File: src/rtl/ysyx_041461_pipe_stage_pkg.sv
// Shared pipeline-stage definitions: occupancy state encoding plus per-stage
// payload widths and reset payloads used by the stage wrappers.
package ysyx_041461_pipe_stage_pkg;

  typedef enum logic [1:0] {
    PS_EMPTY = 2'd0,
    PS_ONE   = 2'd1,
    PS_TWO   = 2'd2
  } ps_state_e;

  localparam int unsigned IF_DATA_W  = 96;
  localparam int unsigned ID_DATA_W  = 160;
  localparam int unsigned EXE_DATA_W = 224;
  localparam int unsigned MEM_DATA_W = 200;
  localparam int unsigned WB_DATA_W  = 136;

  localparam logic [63:0] PC_RESET = 64'h0000_0000_8000_0000;
  localparam logic [31:0] NOP_INST = 32'h0000_0013;
  localparam logic [IF_DATA_W-1:0] IF_RESET_DATA = {PC_RESET, NOP_INST};

  // The state encoding equals the number of held entries.
  function automatic logic [1:0] ps_occ(input ps_state_e s);
    return s;
  endfunction

endpackage

File: src/rtl/ysyx_041461_pipe_slot.sv
// One payload register with load enable; async reset loads RESET_DATA.
module ysyx_041461_pipe_slot #(
  parameter int unsigned          DATA_W     = 64,
  parameter logic [DATA_W-1:0]    RESET_DATA = '0
) (
  input  logic              clk,
  input  logic              rst,
  input  logic              ld,
  input  logic [DATA_W-1:0] d,
  output logic [DATA_W-1:0] q
);

  logic [DATA_W-1:0] data_q;
  logic [DATA_W-1:0] data_d;

  always_comb begin
    data_d = data_q;
    if (ld) data_d = d;
  end

  always_ff @(posedge clk or negedge rst) begin
    if (!rst) data_q <= RESET_DATA;
    else      data_q <= data_d;
  end

  assign q = data_q;

endmodule

File: src/rtl/ysyx_041461_pipe_stage.sv
// Valid/ready pipeline stage register with flush; SKID=1 adds a second entry
// so that in_ready comes straight from a flop.
module ysyx_041461_pipe_stage
  import ysyx_041461_pipe_stage_pkg::*;
#(
  parameter int unsigned       DATA_W     = 64,
  parameter logic [DATA_W-1:0] RESET_DATA = '0,
  parameter bit                SKID       = 1'b1
) (
  input  logic              clk,
  input  logic              rst,
  input  logic              flush,
  input  logic              in_valid,
  output logic              in_ready,
  input  logic [DATA_W-1:0] in_data,
  output logic              out_valid,
  input  logic              out_ready,
  output logic [DATA_W-1:0] out_data,
  output logic [1:0]        occ
);

  logic              in_fire;
  logic              out_fire;
  logic              m_ld;
  logic [DATA_W-1:0] m_d;

  assign in_fire  = in_valid & in_ready;
  assign out_fire = out_valid & out_ready;

  ysyx_041461_pipe_slot #(.DATA_W(DATA_W), .RESET_DATA(RESET_DATA)) u_slot_m (
    .clk (clk),
    .rst (rst),
    .ld  (m_ld),
    .d   (m_d),
    .q   (out_data)
  );

  generate
    if (SKID) begin : g_skid
      ps_state_e         state_q, state_d;
      logic              in_ready_q, in_ready_d;
      logic              s_ld;
      logic [DATA_W-1:0] s_q;

      ysyx_041461_pipe_slot #(.DATA_W(DATA_W), .RESET_DATA(RESET_DATA)) u_slot_s (
        .clk (clk),
        .rst (rst),
        .ld  (s_ld),
        .d   (in_data),
        .q   (s_q)
      );

      always_comb begin
        state_d = state_q;
        m_ld    = 1'b0;
        s_ld    = 1'b0;
        m_d     = (state_q == PS_TWO) ? s_q : in_data;
        unique case (state_q)
          PS_EMPTY: if (in_fire) begin
            state_d = PS_ONE;
            m_ld    = 1'b1;
          end
          PS_ONE: begin
            if (in_fire && out_fire) begin
              m_ld = 1'b1;
            end else if (in_fire) begin
              state_d = PS_TWO;
              s_ld    = 1'b1;
            end else if (out_fire) begin
              state_d = PS_EMPTY;
            end
          end
          PS_TWO: if (out_fire) begin
            state_d = PS_ONE;
            m_ld    = 1'b1;
          end
          default: state_d = PS_EMPTY;
        endcase
        // Flush drops held entries and any beat accepted this cycle; payloads stay put.
        if (flush) begin
          state_d = PS_EMPTY;
          m_ld    = 1'b0;
          s_ld    = 1'b0;
        end
        in_ready_d = (state_d != PS_TWO);
      end

      always_ff @(posedge clk or negedge rst) begin
        if (!rst) begin
          state_q    <= PS_EMPTY;
          in_ready_q <= 1'b1;
        end else begin
          state_q    <= state_d;
          in_ready_q <= in_ready_d;
        end
      end

      assign in_ready  = in_ready_q;
      assign out_valid = (state_q != PS_EMPTY);
      assign occ       = ps_occ(state_q);
    end else begin : g_pass
      logic valid_q, valid_d;

      always_comb begin
        valid_d = valid_q;
        if (in_fire)       valid_d = 1'b1;
        else if (out_fire) valid_d = 1'b0;
        if (flush)         valid_d = 1'b0;
        m_ld = in_fire & ~flush;
        m_d  = in_data;
      end

      always_ff @(posedge clk or negedge rst) begin
        if (!rst) valid_q <= 1'b0;
        else      valid_q <= valid_d;
      end

      assign in_ready  = ~valid_q | out_ready;
      assign out_valid = valid_q;
      assign occ       = {1'b0, valid_q};
    end
  endgenerate

endmodule
File: config.mk
export PLATFORM = sky130hd
export DESIGN_NAME = ysyx_041461_pipe_stage
export DESIGN_NICKNAME = d
export VERILOG_FILES = /design/src/rtl/ysyx_041461_pipe_stage_pkg.sv /design/src/rtl/ysyx_041461_pipe_slot.sv /design/src/rtl/ysyx_041461_pipe_stage.sv
export SDC_FILE = /design/constraint.sdc
export NUM_CORES = 1
export LEC_CHECK = 0
export ABC_CLOCK_PERIOD_IN_PS = 2240
export BUFFER_PORTS_ARGS = -buffer_cell sky130_fd_sc_hd__buf_2
export CAP_MARGIN = 20
export CELL_PAD_IN_SITES_DETAIL_PLACEMENT = 0
export CELL_PAD_IN_SITES_GLOBAL_PLACEMENT = 1
export CORE_UTILIZATION = 44
export DETAILED_ROUTE_END_ITERATION = 10
export PLACE_DENSITY_LB_ADDON = 0.12
export REMOVE_ABC_BUFFERS = 1
export SETUP_SLACK_MARGIN = 0.2
export SLEW_MARGIN = 20
export SYNTH_ARGS = -nofsm -noshare
export SYNTH_HDL_FRONTEND = slang
export SYNTH_HIERARCHICAL = 1
export SYNTH_SLANG_ARGS = --single-unit
File: constraint.sdc
create_clock -name clk -period 2.24 [get_ports clk]
set_input_delay 0.448 -clock clk [delete_from_list [all_inputs] [get_ports clk]]
set_output_delay 0.448 -clock clk [all_outputs]
set_load 0.01 [all_outputs]
=== After elaboration in Yosys (flattened, before gate mapping) ===
Cells that the tools add are included.

* Register bits: 131
* Latch bits: 0
* Bits in writable memories: 0
* Memory bits (read-only): 0
* Input bits: 69
* Output and inout port bits: 68
* Word-level logic and storage cells: 28
* Memories kept: 0

* $add $sub $neg: 0
* Multiply operators: 0
* Divide/modulo/power cells: 0
* Order comparisons: 0
* Eq/ne operators: 3
* Shift-type cells: 0
* Multiplexer cells: 16
* Bitwise gates (word level): 2
* Reductions and logical operators: 3

{| class="wikitable"
|+ Operator list
! operator !! number
|-
| $mux W64 || 1
|-
| $mux W2 || 6
|-
| $mux W1 || 7
|-
| $pmux W2 S3 || 1
|-
| $pmux W1 S3 || 1
|-
| $and A1 B1 Y1 || 2
|-
| $eq A2 B1 Y1 const B || 1
|-
| $eq A2 B2 Y1 const B || 1
|-
| $logic_not A2 Y1 || 1
|-
| $ne A2 B2 Y1 const B || 1
|-
| $reduce_bool A2 Y1 || 1
|-
| $logic_and A1 B1 Y1 || 1
|}

=== Logic depth before layout (Yosys ltp) ===
Gate-level depths: netlist (run 1).

* Depth after elaboration: 8
* Mapped depth: 7
* Gate-level depth less buffers: 4

=== By module ===
Netlist (run 1), hierarchy kept.

{| class="wikitable"
|+ Modules (own cells, without submodules)
! module !! instances !! cells an instance !! area each (sq um) !! seq. area each (sq um)
|-
| ysyx_041461_pipe_slot || 2 || 135 || 2678.8 || 1601.5
|-
| ysyx_041461_pipe_stage || 1 || 225 || 968.4 || 76.3
|}

=== Worst setup path before layout (run 1) ===
Ideal clock, no wire load.

* Path type: register to register
* Start: register g_skid.state_q[0], in the netlist occ[0]
* End: register u_slot_m.data_q[10], in the netlist u_slot_m/q[10]
* Setup time: 0.125 ns
* Arrival: 1.631 ns
* Required time: 2.115 ns
* Setup slack: 0.483 ns
* Cell stages (with the launch flop): 8
* Buffers on the path: 3
* Path through: dfrtp_1 -> and2b_1 -> buf_4 -> nand2_1 -> a21oi_1 -> buf_6 -> buf_12 -> mux2_4

* Cells in the longest elaborated chain, start to end: 6
* Elaborated cells between the ends (all ways): 11
* Those cells by class: eq/ne: 2; mux: 5; bitwise: 1; reduce/logical: 3

{| class="wikitable"
|+ Ends and longest elaborated chain
! what !! line !! text
|-
| start, declared || ysyx_041461_pipe_stage.sv:40 || <nowiki>ps_state_e state_q, state_d;</nowiki>
|-
| start signal, assigned || ysyx_041461_pipe_stage.sv:93 || <nowiki>state_q <= state_d;</nowiki>
|-
| $reduce_bool A2 Y1 || ysyx_041461_pipe_stage.sv:99 || <nowiki>assign out_valid = (state_q != PS_EMPTY);</nowiki>
|-
| $and A1 B1 Y1 || ysyx_041461_pipe_stage.sv:28 || <nowiki>assign out_fire = out_valid & out_ready;</nowiki>
|-
| $logic_and A1 B1 Y1 || ysyx_041461_pipe_stage.sv:64 || <nowiki>if (in_fire && out_fire) begin</nowiki>
|-
| $mux W1 || ysyx_041461_pipe_stage.sv:64 ||
|-
| $pmux W1 S3 (*) || ysyx_041461_pipe_stage.sv:58 || <nowiki>unique case (state_q)</nowiki>
|-
| $mux W1 (*) || ysyx_041461_pipe_stage.sv:80 || <nowiki>if (flush) begin</nowiki>
|-
| named net m_ld || ysyx_041461_pipe_stage.sv:24 || <nowiki>logic m_ld;</nowiki>
|-
| end signal, assigned || ysyx_041461_pipe_slot.sv:23 || <nowiki>else data_q <= data_d;</nowiki>
|-
| end, declared || ysyx_041461_pipe_slot.sv:13 || <nowiki>logic [DATA_W-1:0] data_q;</nowiki>
|}

The timed path passes the listed nets; every way through them passes the cells marked *.
A chain may end at the register's enable or synchronous reset.

=== Final worst setup path (run 1) ===
* Start: register g_skid.in_ready_q, in the netlist in_ready
* End: register g_skid.u_slot_s.data_q[1], in the netlist g_skid.u_slot_s/q[1]

* Cells in the longest elaborated chain, start to end: 5
* Elaborated cells between the ends (all ways): 6
* Those cells by class: mux: 4; bitwise: 1; reduce/logical: 1

{| class="wikitable"
|+ Ends and longest elaborated chain
! what !! line !! text
|-
| start, declared || ysyx_041461_pipe_stage.sv:41 || <nowiki>logic in_ready_q, in_ready_d;</nowiki>
|-
| start signal, assigned || ysyx_041461_pipe_stage.sv:94 || <nowiki>in_ready_q <= in_ready_d;</nowiki>
|-
| $and A1 B1 Y1 (*) || ysyx_041461_pipe_stage.sv:27 || <nowiki>assign in_fire = in_valid & in_ready;</nowiki>
|-
| $mux W1 / $logic_and A1 B1 Y1 (equally long branches) || ysyx_041461_pipe_stage.sv:66, ysyx_041461_pipe_stage.sv:64 ||
|-
| $mux W1 (*) || ysyx_041461_pipe_stage.sv:64 ||
|-
| $mux W1 (*) || ysyx_041461_pipe_stage.sv:58 ||
|-
| $mux W1 (*) || ysyx_041461_pipe_stage.sv:80 ||
|-
| named net g_skid.s_ld || ysyx_041461_pipe_stage.sv:42 || <nowiki>logic s_ld;</nowiki>
|-
| end signal, assigned || ysyx_041461_pipe_slot.sv:23 ||
|-
| end, declared || ysyx_041461_pipe_slot.sv:13 ||
|}

Marked as above.

==> flow_summary.toml, run 1 <==
[yosys]
synth.top_cell.area_share_pct = 51.4
synthFlopType = "dfrtp_1"
synth_seq_cells = 131
synthesis.area_um2 = 6330
synthesis.instances = 495
ys_warn_count = 6
synth_most_common_cell = "nand2_1"
synth.yosys.seq_area_share_pct = 51.8
synthTopCellsByArea = "dfrtp_1 51%, mux2_4 28%, nand2_1 12%"
yosys-top-cells-count = "196 x nand2_1, 130 x dfrtp_1, 120 x mux2_4, 12 x buf_12, 11 x buf_2"
yosysUniqueCellTypes = 21
synth_area_per_cell_um2 = 12.8
synth_largest_area_cell = "dfrtp_1"
synth_edf_count = 0
async_reset_ff_share_pct = 100

[drt]
drt_first_pass_iters = 4
vias_per_cell = 4.82
drc_errors = 0
ant_nets = 0
avgRoutedWirePerCell_um = 15.6
postRouteWirelength_um = 12900
vias = 3982
drt_iter0_drc = 212

[clock_network]
cts_setup_buffers = 0
path_clk_slew_ns = 0.05
clockRootBuffer = "clkbuf_16"
ctsLongestPathBuffers = 2
cts_tree = "done"
cts_num_sinks = 131
cts_made_buffers = 17
htreeDepth = 4
clkLatencyLatePin_ns = 0.41

[floorplan]
core_area_um2 = 13900
io_pins = 137
initial_core_util_pct = 45.4
die_h_um = 122
die_x_um = 122
rows = 43
die-area_um2 = 14900

[cells_and_area]
fill_cells = 1208
area_delta_synth_final_pct = 20.7
multi_input_area_um2 = 2730
seqCellArea_um2 = 3280
final_layout_size_suffix_gt1_share_pct = 47.4
fin_area_um2 = 7630
nets = 703

[sta]
report.final.slew_viol_count = 0
rsz0062_at_grt = "no"
hold_viol = 0
period_minus_slack_ns = 1.95
skew_ns = 0.00322
whs_ns = 0.273
slew_headroom_pct = 53.0
max_slew.worst_pin.slew_ns = 0.706
layout_worst_path_cycle_share_pct = 87.0
fmax_ghz = 0.513
setup_viol = 0
fin_ws_ns = 0.291

[placed_design]
gp_congestion = 0.711
dpl.hpwl_um = 8320
placed_cell_area_um2 = 7100
port_buffers = 136
dp_worst_setup_slack_ns = 0.256

[outcome]
status = "finished, final reports clean"

[setup_path]
worstPathArrival_ns = 2.24
reg2reg_to = "g_skid.u_slot_s/q[1]"
rrSetupSlack_ns = 0.29
worstPathRequired_ns = 2.53
crit_fanout = 21
rr_worst_depth = 6
r2r-start = "in_ready"
setup.worst_path.end_class = "register"
critPathLaunchType = "register"
crit_type = "reg2reg"

[worst_hold_path]
hold_start = "out_ready"
hold_class = "in2reg"
min_to = "occ[1]"
hold_depth = 2

[global_routing]
track_usage_pct = 19.0
grt_pass1_wl_um = 21300
grt_max_degree = 65
grt.overflow.total = 0
grt_pass1_vias = 4161
antenna_found_initial = 1

[power_and_ir_drop]
cellPowerDensity_nw_per_um2 = 982
peakVddDrop_mv = 0.531
leakagePower_nw = 3.92

[flow_run]
max_cap_violations = 0
[placed cells by master, fill, tap and decap left out, types with 3 or more instances in the layout]
master,instances
mux2_4,120
clkinv_2,6
clkbuf_1,5
dfrtp_1,130
buf_12,8
buf_2,135
mux2_2,8
clkbuf_16,17
buf_4,3
nand2_1,196
[where the power goes]
group          total, mW  switching, mW  internal, mW
logic               1.67          0.598          1.08
registers           3.34          0.353          2.99
clock network       2.48          0.951          1.53
[sequential cells by signal, indices dropped and copies added, names as in the netlist]
register	flops
g_skid.u_slot_s/q	64
in_ready	1
occ	2
u_slot_m/q	64
[how the worst max path moves through the flow]
stage               startpoint                    to  cells after the start
floorplan             in_ready  g_skid.u_slot_s/q[0]                      4
global placement      in_valid  g_skid.u_slot_s/q[1]                      7
detailed placement    in_valid  g_skid.u_slot_s/q[1]                      7
CTS                   in_ready  g_skid.u_slot_s/q[1]                      6
global route          in_ready  g_skid.u_slot_s/q[0]                      6
finish                in_ready  g_skid.u_slot_s/q[1]                      6
[layout make-up]
cell class                 count  area share [%]
sequential                   131            43.0
tap                          180            2.95
timing repair buffer         148            11.5
clock inverter                 7           0.787
multi-input combinational    336            35.8
clock buffer                  23            6.00
antenna                        1          0.0328
[logic make-up after synthesis]
| group | synth area share [%] |
|---|---|
| and+or+nand+nor | 12.3 |
| xor gates and xnor gates | 0.138 |
| muxes | 29.9 |
| buffers and inverters | 5.32 |
| AOI/OAI and AO/OA | 0.475 |
| DFF | 51.8 |
[worst max-delay path: stages, from the launching register on]
cell	delay, ns
dfstp_2	0.53
and3b_1	0.17
nand2_1	0.10
nor3_2	0.21
buf_12	0.25
buf_12	0.22
mux2_2	0.35
[layer usage]
metal  GRT usage (%)  wire [µm]
met4            7.48        204
met2            28.4       5740
met3            5.52        694
met1            25.9       6210
met5               0         13
[stage by stage]
step / TNS [ns] / utilization [%] / total power [mW] / cells
floorplan: -718.19 / - / 4.50 / 467
global placement: 0 / 51.0 / 5.01 / 794
detailed placement: 0 / 51.0 / 5.06 / 794
CTS: 0 / 54.8 / 7.61 / 825
global route: 0 / 54.8 / 7.92 / 825
finish: 0 / 54.8 / 7.50 / 826
[timing repair]
item | 4_1_cts | 5_1_grt
resized for setup | 0 | 0
setup endpoints to repair | 0 | 0
hold endpoints to repair | 40 | 0
hold buffers | 1 | 0
No activity file was read; power rests on OpenSTA's default activity.
==> run 2, diff against run 1 <==
- ABC_CLOCK_PERIOD_IN_PS: 2240 -> 2150
- clock period: 2.24 -> 2.15 ns (I/O delays scaled with it)
==> run 2 against run 1 <==
Net effect:
- sequential cell count unchanged
- power up 11%
- count of clock-buffer cells in the layout down 1
- sequential power rose by 4%
- register-to-register slack hardly changed
- utilization grew 0.98 points
- via count increased by 1.1%
- final area rose by 1.8%
- clock power up 25%
- highest routed layer unchanged
==> flow_summary.toml, run 2 (synthesis results as in run 1) <==
[clock_network]
cts_tree = "done"
path_clk_slew_ns = 0.06
cts_made_buffers = 17
ctsLongestPathBuffers = 2
clockRootBuffer = "clkbuf_16"
htreeDepth = 4
cts_num_sinks = 131
clkLatencyLatePin_ns = 0.41

[floorplan]
die-area_um2 = 14900
initial_core_util_pct = 45.4
core_area_um2 = 13900
die_x_um = 122
rows = 43
die_h_um = 122
io_pins = 137

[global_routing]
grt_pass1_vias = 4102
grt_max_degree = 65
track_usage_pct = 19.2
antenna_found_initial = 2
grt.overflow.total = 0
grt_pass1_wl_um = 21400

[setup_path]
critPathLaunchType = "register"
r2r-start = "in_ready"
crit_top_cell = "buf_12"
critPathLaunch = "in_ready"
worstPathRequired_ns = 2.44
crit_chain = "and3b_1, nand2_1, nor3_4, buf_12, buf_12, mux2_2"
worstPathArrival_ns = 2.16
setup.worst_path.end_class = "register"
slowest_stage = "dfstp_2"
crit_type = "reg2reg"
crit_fanout = 29
slowest_delay_ns = 0.53

[drt]
drt_iter0_drc = 250
drt_first_pass_iters = 4
vias = 4025
postRouteWirelength_um = 13200
ant_nets = 0
vias_per_cell = 4.87
avgRoutedWirePerCell_um = 16.0
drc_errors = 0

[cells_and_area]
n_antenna_cell = 0
nets = 704
area_delta_synth_final_pct = 22.8
fill_cells = 1173
final_common_cell = "nand2_1"
final_layout_size_suffix_gt1_share_pct = 48.2
fin_area_um2 = 7770
final_cell_mix = "196 x nand2_1, 135 x buf_2, 130 x dfrtp_1"

[power_and_ir_drop]
comb_power_share_pct = 21.0
cellPowerDensity_nw_per_um2 = 1070
leakagePower_nw = 3.99
power_switching_mw = 2.03
p_int_mw = 6.29
p_total_mw = 8.32
p_sw_share_pct = 24.4
peakVddDrop_mv = 0.528
p_seq_share_pct = 41.8
power_frac_clock_pct = 37.2

[sta]
fmax_ghz = 0.536
period_minus_slack_ns = 1.87
slew_headroom_pct = 50.0
skew_ns = 0.00485
setup_viol = 0
hold_viol = 0
report.final.slew_viol_count = 0
layout_worst_path_cycle_share_pct = 86.8
fin_ws_ns = 0.283
max_slew.worst_pin.slew_ns = 0.750
rsz0062_at_grt = "no"

[placed_design]
placed_cell_area_um2 = 7070
port_buffers = 136
gp_congestion = 0.712
dp_worst_setup_slack_ns = 0.206
dpl.hpwl_um = 8140

[worst_hold_path]
hold_class = "in2reg"
hold_start = "in_data[46]"

[outcome]
status = "finished, final reports clean"

[flow_run]
max_cap_violations = 0
==> run 2: changes by cell type in the layout (fill, tap and decap cells not counted) <==
cell and delta:
clkinv_2 -3, bufinv_16 +3, buf_4 +1, clkbuf_1 -4, buf_12 -1, buf_16 +1, clkinvlp_4 +1, diode_2 -1
nor3_4 +1, nor3_2 -1, clkinv_4 +1, clkbuf_8 +3
==> run 2: area by class of cell <==
type                            instances  area [µm²]  area share (%)
Clock buffer                           22         484            6.23
Clock inverter                          9         151            1.95
Multi-Input combinational cell        336        2740            35.2
Sequential cell                       131        3280            42.2
Tap cell                              180         225            2.90
Timing Repair Buffer                  149         895            11.5
==> run 2: routing by layer <==
| metal | part of all wire (%) | up-vias | GRT usage [%] |
|---|---|---|---|
| li1 | - | 1906 | - |
| met1 | 47 | 1998 | 26.4 |
| met2 | 46 | 101 | 28.5 |
| met3 | 5.5 | 16 | 6.23 |
| met4 | 1.0 | 4 | 6.33 |
| met5 | 0.20 | - | 0 |
==> run 2: critical path, delay by kind of cell, from the launching register on <==
kind,cells,cell delay (ns)
buffers and inverters,2,0.38
DFF,1,0.53
muxes,1,0.36
and+or+nand+nor,3,0.46
==> run 2: what timing repair did <==
item | in CTS | in global routing
hold buffers | 1 | 0
endpoints found under the hold margin | 32 | 0
pin swaps | 1 | 1
setup buffers | 1 | 0
gates cloned | 1 | 0
setup endpoints to repair | 3 | 26
resized for setup | 1 | 1
==> run 2: through the flow <==
step / setup TNS, ns / hold WS, ns / cells / utilization (%)
6_report: 0 / 0.265 / 827 / 55.8
5_1_grt: 0 / 0.240 / 827 / 55.8
4_1_cts: 0 / 0.242 / 827 / 55.8
3_5_place_dp: 0 / 0.351 / 793 / 50.7
3_3_place_gp: 0 / 0.351 / 793 / 50.7
2_1_floorplan: -729.71 / 0.134 / 467 / -
==> run 2: power groups by stage <==
stage | combinational, mW | sequential, mW | clock [mW]
6_report | 1.75 | 3.48 | 3.09
5_1_grt | 1.89 | 3.56 | 3.28
4_1_cts | 1.77 | 3.48 | 3.18
3_5_place_dp | 1.75 | 3.50 | 0
2_1_floorplan | 1.13 | 3.56 | 0
3_3_place_gp | 1.72 | 3.50 | 0
==> run 2: path summary, 6_finish.rpt <==
check | to | slack (ns) | cells past startpoint
setup / recovery | g_skid.u_slot_s/q[1] | 0.28 | 6
hold / removal | g_skid.u_slot_s/q[46] | 0.26 | 2
setup reg to reg | g_skid.u_slot_s/q[1] | 0.28 | 6
hold reg to reg | u_slot_m/q[33] | 0.50 | 1
max in group asynchronous | in_ready | 1.03 | 3
min in group asynchronous | g_skid.u_slot_s/q[43] | 0.48 | 2
==> run 3, diff against run 2 <==
- ABC_CLOCK_PERIOD_IN_PS: 2150 -> 2200
- CORE_UTILIZATION: 44 -> 45
- PLACE_DENSITY_LB_ADDON: 0.12 -> 0.3
- clock period: 2.15 -> 2.2 ns (I/O delays scaled with it)
==> run 3 against run 2 <==
Net effect:
- non-clock buffer count is 2 higher
- largest cell class unchanged
- fmax is 2.3% lower
- global-route usage is 0.40 points lower
- register-to-register slack hardly changed
- cell count is 0.24% lower
- final area is 1.0% lower
- die area is 2.2% lower
- count of clock-buffer cells in the layout is 4 higher
==> flow_summary.toml, run 3 (synthesis results as in run 1) <==
[outcome]
status = "finished, final reports clean"

[sta]
fmax_ghz = 0.523
rsz0062_at_grt = "yes"
whs_ns = 0.270
fin_ws_ns = 0.288
setup_viol = 0
layout_worst_path_cycle_share_pct = 86.9
slew_headroom_pct = 53.1
hold_viol = 0
skew_ns = 0.00373
period_minus_slack_ns = 1.91
report.final.slew_viol_count = 0
max_slew.worst_pin.slew_ns = 0.703

[clock_network]
path_clk_slew_ns = 0.05
htreeDepth = 4
cts_made_buffers = 17
ctsLongestPathBuffers = 2
cts_num_sinks = 131
clockRootBuffer = "clkbuf_16"
cts_tree = "done"
clkLatencyLatePin_ns = 0.41

[worst_hold_path]
hold_class = "in2reg"
min_to = "g_skid.u_slot_s/q[28]"
hold_start = "in_data[28]"
hold_depth = 2

[power_and_ir_drop]
p_total_mw = 7.78
power_frac_clock_pct = 34.2
leakagePower_nw = 3.96
p_int_mw = 5.80
p_sw_share_pct = 25.4
cellPowerDensity_nw_per_um2 = 1010
power_switching_mw = 1.98
comb_power_share_pct = 21.9
p_seq_share_pct = 43.9
peakVddDrop_mv = 0.494

[flow_run]
max_cap_violations = 0

[drt]
drt_first_pass_iters = 4
drc_errors = 0
vias = 3989
postRouteWirelength_um = 13100
drt_iter0_drc = 252
ant_nets = 0
avgRoutedWirePerCell_um = 15.9
vias_per_cell = 4.84

[floorplan]
die_h_um = 121
core_area_um2 = 13500
die-area_um2 = 14500
io_pins = 137
initial_core_util_pct = 47.0
die_x_um = 121
rows = 42

[setup_path]
rr_worst_depth = 6
rrSetupSlack_ns = 0.29
reg2reg_to = "g_skid.u_slot_s/q[0]"
crit_type = "reg2reg"
r2r-start = "in_ready"
crit_fanout = 18
critPathLaunchType = "register"
setup.worst_path.end_class = "register"
worstPathArrival_ns = 2.21
worstPathRequired_ns = 2.50

[cells_and_area]
n_antenna_cell = 0
final_cell_mix = "196 x nand2_1, 135 x buf_2, 130 x dfrtp_1"
fin_cells = 825
fin_area_um2 = 7690
final_layout_size_suffix_gt1_share_pct = 47.8
seqCellArea_um2 = 3280
final_common_cell = "nand2_1"
multi_input_area_um2 = 2740
area_delta_synth_final_pct = 21.6
nets = 706
fill_cells = 1151

[global_routing]
grt.overflow.total = 0
grt_max_degree = 70
grt_pass1_vias = 3929
grt_pass1_wl_um = 20900
track_usage_pct = 18.8
antenna_found_initial = 0

[placed_design]
placed_cells = 789
dpl.hpwl_um = 8200
placed_cell_area_um2 = 7050
dp_worst_setup_slack_ns = 0.220
port_buffers = 136
gp_congestion = 0.717
==> run 3: timing repair <==
item                                    in CTS  in global routing
hold buffers                                 1                  0
hold endpoints to repair                    38                  0
buffers inserted                             0                  2
endpoints found under the setup margin       0                 36
resized for setup                            0                  2
==> run 3: critical path, cell delays in order, from the launching register on <==
cell	delay, ns
dfstp_2	0.53
and3b_1	0.17
nand2_1	0.14
nor3_4	0.20
buf_4	0.20
buf_12	0.20
mux2_2	0.34
==> run 3: power by group through the flow <==
stage	clock [mW]	sequential, mW	combinational (mW)
after floorplan	0	3.48	1.11
final	2.66	3.42	1.70
after global placement	0	3.41	1.67
after detailed placement	0	3.43	1.71
after global routing	2.84	3.49	1.83
after CTS	2.71	3.42	1.71
==> run 3: worst max-delay path by stage <==
stage | start | end | slack (ns) | cells past startpoint
6_report | in_ready | g_skid.u_slot_s/q[0] | 0.29 | 6
5_1_grt | in_ready | g_skid.u_slot_s/q[63] | 0.18 | 6
4_1_cts | in_ready | g_skid.u_slot_s/q[1] | 0.24 | 5
3_5_place_dp | in_valid | g_skid.u_slot_s/q[1] | 0.22 | 6
3_3_place_gp | in_valid | g_skid.u_slot_s/q[0] | 0.26 | 6
2_1_floorplan | in_ready | g_skid.u_slot_s/q[0] | -6.33 | 4
==> run 3: per-layer routing <==
metal	track usage (%)	wire length [µm]
met3	5.52	658
met1	26.7	6290
met4	6.79	171
met2	27.2	6010
met5	0	0
==> run 3: final cells by class <==
class                           instances  share of cell area (%)
Clock buffer                           26                    6.49
Multi-Input combinational cell        336                    35.6
Clock inverter                          5                   0.651
Sequential cell                       131                    42.6
Tap cell                              176                    2.86
Timing Repair Buffer                  151                    11.8
==> run 3: through the flow <==
stage / TNS [ns] / utilization [%]
6_report: 0 / 57.2
5_1_grt: 0 / 57.2
4_1_cts: 0 / 56.6
3_5_place_dp: 0 / 52.4
3_3_place_gp: 0 / 52.4
2_1_floorplan: -723.31 / -
